## src/rtl/sdram_pkg.sv

```systemverilog
// Shared definitions for the SDRAM call arbiter: dispatcher states and call-vector bit positions.
package sdram_pkg;

    typedef enum logic [1:0] {
        INIT,
        IDLE,
        CALL,
        DONE
    } arbState_t;

    localparam int unsigned CALL_INIT     = 0;
    localparam int unsigned CALL_REF      = 1;
    localparam int unsigned CALL_REQ_BASE = 2;

endpackage

```

## src/rtl/sdram_ref_timer.sv

```systemverilog
// Auto-refresh interval timer: raises a single pending flag every REF_CYCLES clocks
// while enabled, and records a sticky overrun if an interval expires with refresh still pending.
module sdram_ref_timer #(
    parameter int unsigned REF_CYCLES = 780
) (
    input  logic clk,
    input  logic rst_n,
    input  logic enable,
    input  logic grantClr,
    output logic pending,
    output logic overrun
);

    localparam int unsigned    CW   = $clog2(REF_CYCLES);
    localparam logic [CW-1:0]  TERM = CW'(REF_CYCLES - 1);

    logic [CW-1:0] count;
    logic          terminal;

    assign terminal = enable && (count == TERM);

    always_ff @(posedge clk) begin
        if (!rst_n) begin
            count   <= '0;
            pending <= 1'b0;
            overrun <= 1'b0;
        end else begin
            if (!enable || terminal) begin
                count <= '0;
            end else begin
                count <= count + CW'(1);
            end

            // A terminal count on the grant cycle re-arms pending rather than clearing it.
            if (terminal) begin
                pending <= 1'b1;
            end else if (grantClr) begin
                pending <= 1'b0;
            end

            if (terminal && pending && !grantClr) begin
                overrun <= 1'b1;
            end
        end
    end

endmodule

```

## src/rtl/sdram_call_arbiter.sv

```systemverilog
// SDRAM call dispatcher: runs init once, then grants refresh or one requester at a time as a one-hot call.
// Define SDRAM_ARB_RR_EN for round-robin requester arbitration; otherwise lowest index wins.
module sdram_call_arbiter
    import sdram_pkg::*;
#(
    parameter int unsigned N_REQ      = 2,
    parameter int unsigned REF_CYCLES = 780
) (
    input  logic               clk,
    input  logic               rst_n,
    input  logic [N_REQ-1:0]   iCall,
    input  logic               iDone,
    output logic [N_REQ+1:0]   oCall,
    output logic [N_REQ-1:0]   oDone,
    output logic               oBusy,
    output logic               oRefOverrun
);

    localparam int unsigned GW = (N_REQ > 1) ? $clog2(N_REQ) : 1;

    arbState_t        state, stateNext;
    logic [N_REQ+1:0] callNext;
    logic [N_REQ-1:0] doneNext;
    logic [GW-1:0]    grant, grantNext, winner;
    logic             anyReq;
    logic             refPending;
    logic             refGrant;

    sdram_ref_timer #(
        .REF_CYCLES (REF_CYCLES)
    ) u_refTimer (
        .clk      (clk),
        .rst_n    (rst_n),
        .enable   (state != INIT),
        .grantClr (refGrant),
        .pending  (refPending),
        .overrun  (oRefOverrun)
    );

`ifdef SDRAM_ARB_RR_EN
    logic [GW-1:0] rrPtr;

    always_comb begin
        logic [GW-1:0] idx;
        idx    = '0;
        winner = '0;
        anyReq = 1'b0;
        for (int unsigned i = 0; i < N_REQ; i++) begin
            idx = GW'((32'(rrPtr) + 1 + i) % N_REQ);
            if (!anyReq && iCall[idx]) begin
                winner = idx;
                anyReq = 1'b1;
            end
        end
    end

    always_ff @(posedge clk) begin
        if (!rst_n) begin
            rrPtr <= GW'(N_REQ - 1);
        end else if (state == IDLE && !refPending && anyReq) begin
            rrPtr <= winner;
        end
    end
`else
    always_comb begin
        winner = '0;
        anyReq = 1'b0;
        for (int unsigned i = 0; i < N_REQ; i++) begin
            if (!anyReq && iCall[GW'(i)]) begin
                winner = GW'(i);
                anyReq = 1'b1;
            end
        end
    end
`endif

    always_comb begin
        stateNext = state;
        callNext  = '0;
        doneNext  = '0;
        grantNext = grant;
        refGrant  = 1'b0;
        unique case (state)
            INIT: begin
                if (iDone) begin
                    stateNext = IDLE;
                end else begin
                    callNext[CALL_INIT] = 1'b1;
                end
            end
            IDLE: begin
                if (refPending) begin
                    stateNext          = CALL;
                    callNext[CALL_REF] = 1'b1;
                    refGrant           = 1'b1;
                end else if (anyReq) begin
                    stateNext                        = CALL;
                    callNext[CALL_REQ_BASE +: N_REQ] = N_REQ'(1) << winner;
                    grantNext                        = winner;
                end
            end
            CALL: begin
                if (iDone) begin
                    stateNext = DONE;
                    // The held call vector tells whether this was a refresh or a requester grant.
                    if (!oCall[CALL_REF]) begin
                        doneNext = N_REQ'(1) << grant;
                    end
                end else begin
                    callNext = oCall;
                end
            end
            DONE: begin
                stateNext = IDLE;
            end
            default: begin
                stateNext = INIT;
            end
        endcase
    end

    always_ff @(posedge clk) begin
        if (!rst_n) begin
            state <= INIT;
            oCall <= '0;
            oDone <= '0;
            grant <= '0;
        end else begin
            state <= stateNext;
            oCall <= callNext;
            oDone <= doneNext;
            grant <= grantNext;
        end
    end

    assign oBusy = (state != IDLE);

endmodule
```

## config.mk

```make
export PLATFORM = sky130hd
export DESIGN_NAME = sdram_call_arbiter
export DESIGN_NICKNAME = d
export VERILOG_FILES = /design/src/rtl/sdram_pkg.sv /design/src/rtl/sdram_ref_timer.sv /design/src/rtl/sdram_call_arbiter.sv
export SDC_FILE = /design/constraint.sdc
export NUM_CORES = 1
export LEC_CHECK = 0
export BUFFER_PORTS_ARGS = -buffer_cell sky130_fd_sc_hd__buf_2
export CAP_MARGIN = 10
export CORE_ASPECT_RATIO = 1.75
export CORE_MARGIN = 4
export CORE_UTILIZATION = 40
export DETAILED_ROUTE_END_ITERATION = 16
export PLACE_DENSITY = 0.64
export SETUP_SLACK_MARGIN = 0.2
export SYNTH_ARGS = -nofsm -noshare
export SYNTH_HDL_FRONTEND = slang
export SYNTH_SLANG_ARGS = --single-unit
export TNS_END_PERCENT = 1
```

## constraint.sdc

```tcl
create_clock -name clk -period 2.05 [get_ports clk]
set_input_delay 0.1025 -clock clk [delete_from_list [all_inputs] [get_ports clk]]
set_output_delay 0.1025 -clock clk [all_outputs]
set_load 0.1 [all_outputs]
```

==> impl_metrics.toml <==
[timing]
finalSetupTns_ns = 0
slew_viol_final = 0
min_period_over_period = 0.798
hold_violations = 0
fmax_mhz = 612
skew_ns = 0.00224
worst_pin_slew_ns = 0.598
slew_headroom = 0.596
setup_viol = 0
final.setup.worst_slack_ns = 0.415
hold_slack_ns = 0.0283
period_minus_slack_ns = 1.63
rsz0062_at_grt = "false"

[synthesis]
yosys.area_share.adder = 0.0537
synth_top_family_by_area = "simple AND/OR/NAND/NOR gates"
ys_warn_count = 0
synth_area_um2 = 932
synth_flop_cell = "dfxtp_1"
synth_common_cells = "dfxtp_1 (21), a21oi_1 (10), inv_1 (7), nand3_1 (7)"
yosys.cell_count.top_type = "dfxtp_1"
synth-async-reset-ratio = 0
yosysTopAreaCellShare = 0.451
synthSimpleGateAreaFrac = 0.238
ys_seq_elements = 21
syn_nets = 108
synth_area_leaders = "dfxtp_1 (45%), a21oi_1 (5.4%), ha_1 (5.4%)"
synthMuxAreaShare = 0.0107
synth_largest_area_cell = "dfxtp_1"
syn_inst = 99
seq_area_frac_synth = 0.451
synth_cell_types = 33
synth-edff-count = 0
synth_compound_gate_area_share = 0.173
synth_xor_area_frac = 0.0282
avgSynthCellArea_um2 = 9.42

[pwr]
vdd_ir_drop_max_mv = 0.435
powerDensity_nw_per_um2 = 875
p_leak_nw = 0.373

[detailed_routing]
drt_first_pass_iters = 4
routed_wl_um = 1720
wire_per_inst_um = 12.5
num_vias = 740
route.detailed.drc = 0
drtAntennaViolNets = 0
avgViaCountPerCell = 5.36
drt_iter0_drc = 5

[clock_network]
tritoncts = "yes"
ctsHoldBuffers = 1
ctsHtreeMaxLevel = 1
cts_made_buffers = 3
path_clk_slew_ns = 0.11
cts_resized = 0
clock-sinks = 21
postCtsSetupBuffers = 0
root_buffer = "clkbuf_4"
cts_max_path_buffers = 2
clk_latency_ns = 0.29

[finish]
diodes = 0
fin_cells = 138
fin_util = 0.479
syn2layout_area_growth_pct = 11.8
drive_above_1_share = 0.175
nets = 124

[global_routing]
grt_usage = 0.128
grt_pass1_wl_um = 3150
antenna_found_initial = 0
globalRouteOverflowTotal = 0
grt_start_max_net_pins = 12
first_global_vias = 758

[floorplanning]
coreArea_um2 = 2170
die-area_um2 = 3200
die_w_um = 44.5
start_util = 0.429
io_pins = 13
die_y_um = 71.9
rows = 22

[run]
maxCapViolations = 0

[worst_hold_path]
hold_path_class = "input pin to flop"
holdCritStartpoint = "iDone"

[setup_path]
startpoint_type = "flop"
required_ns = 2.22
end_kind = "flop"
crit_type = "flop to flop"
cp.arrival_ns = 1.81
crit_fanout = 10
startpoint = "u_refTimer.count[0]$_SDFF_PP0_"
crit-reg2reg-launch = "u_refTimer.count[0]$_SDFF_PP0_"

[placed_design]
portBuffers = 12
place_congestion = 0.685
hpwlAfterDp_um = 1410
place_ws_ns = 0.413
dp.cells = 133

[status]
run_status = "finished, final reports clean"
per-layer routing:
layer,vias up,GRT usage,wire length [µm],part of all wire
met3,2,0.0176,46,0.027
met2,11,0.248,1060,0.62
met4,0,0.0604,10,0.0058
met5,-,0,0,0
met1,341,0.122,601,0.35
li1,386,-,-,-
critical path: stages (launching register included):
cell and delay (ns):
dfxtp_1 0.39, ha_1 0.25, nand4_1 0.18, o41ai_4 0.59
nor2_1 0.10
metrics by stage:
stage | power, mW | cell area [µm²]
after floorplan | 0.681 | 932
after global placement | 0.727 | 1010
after detailed placement | 0.732 | 1010
after CTS | 0.926 | 1040
after global routing | 0.966 | 1040
final | 0.912 | 1040
cells by family after synthesis:
family                     Yosys count
AOI/OAI and AO/OA                   23
xor gates and xnor gates             3
adders and majority gates            4
buffers and inverters                9
DFF                                 21
muxes                                1
and+or+nand+nor                     38
where the power goes:
group	switching, mW	total [mW]	internal [mW]
Sequential	0.0197	0.455	0.435
Clock	0.113	0.189	0.0757
Combinational	0.187	0.268	0.0816
path summary, 6_finish.rpt:
kind / to / slack (ns) / cells past startpoint
setup reg to reg: u_refTimer.count[2]$_SDFF_PP0_ / 0.42 / 4
hold / removal: oCall[0]$_SDFFE_PN0P_ / 0.03 / 2
setup / recovery: u_refTimer.count[2]$_SDFF_PP0_ / 0.42 / 4
hold reg to reg: oCall[2]$_SDFFE_PN0P_ / 0.46 / 2
placed cells by master (no fill, tap or decap), types with 3 or more instances in the layout:
cell type / n
nand3_1: 7
or3_1: 3
buf_2: 12
nor2_1: 5
clkbuf_4: 3
o21ai_0: 5
dfxtp_1: 21
inv_1: 7
ha_1: 4
nand2_1: 3
nand4_1: 4
nor2b_1: 4
a21oi_1: 10
registers in the layout (all words and copies together), names as in the netlist:
name,count
u_refTimer.pending,1
oCall,4
u_refTimer.count,10
oDone,2
state,2
grant,1
u_refTimer.overrun,1
final cells by class:
class / instances / area (µm²)
multi-input combinational: 69 / 469
inverter: 7 / 26.3
fill: 216 / 1130
timing repair buffer: 13 / 70.1
sequential: 21 / 420
tap: 24 / 30.0
clock buffer: 4 / 26.3
(Power assumes the default switching activity.)
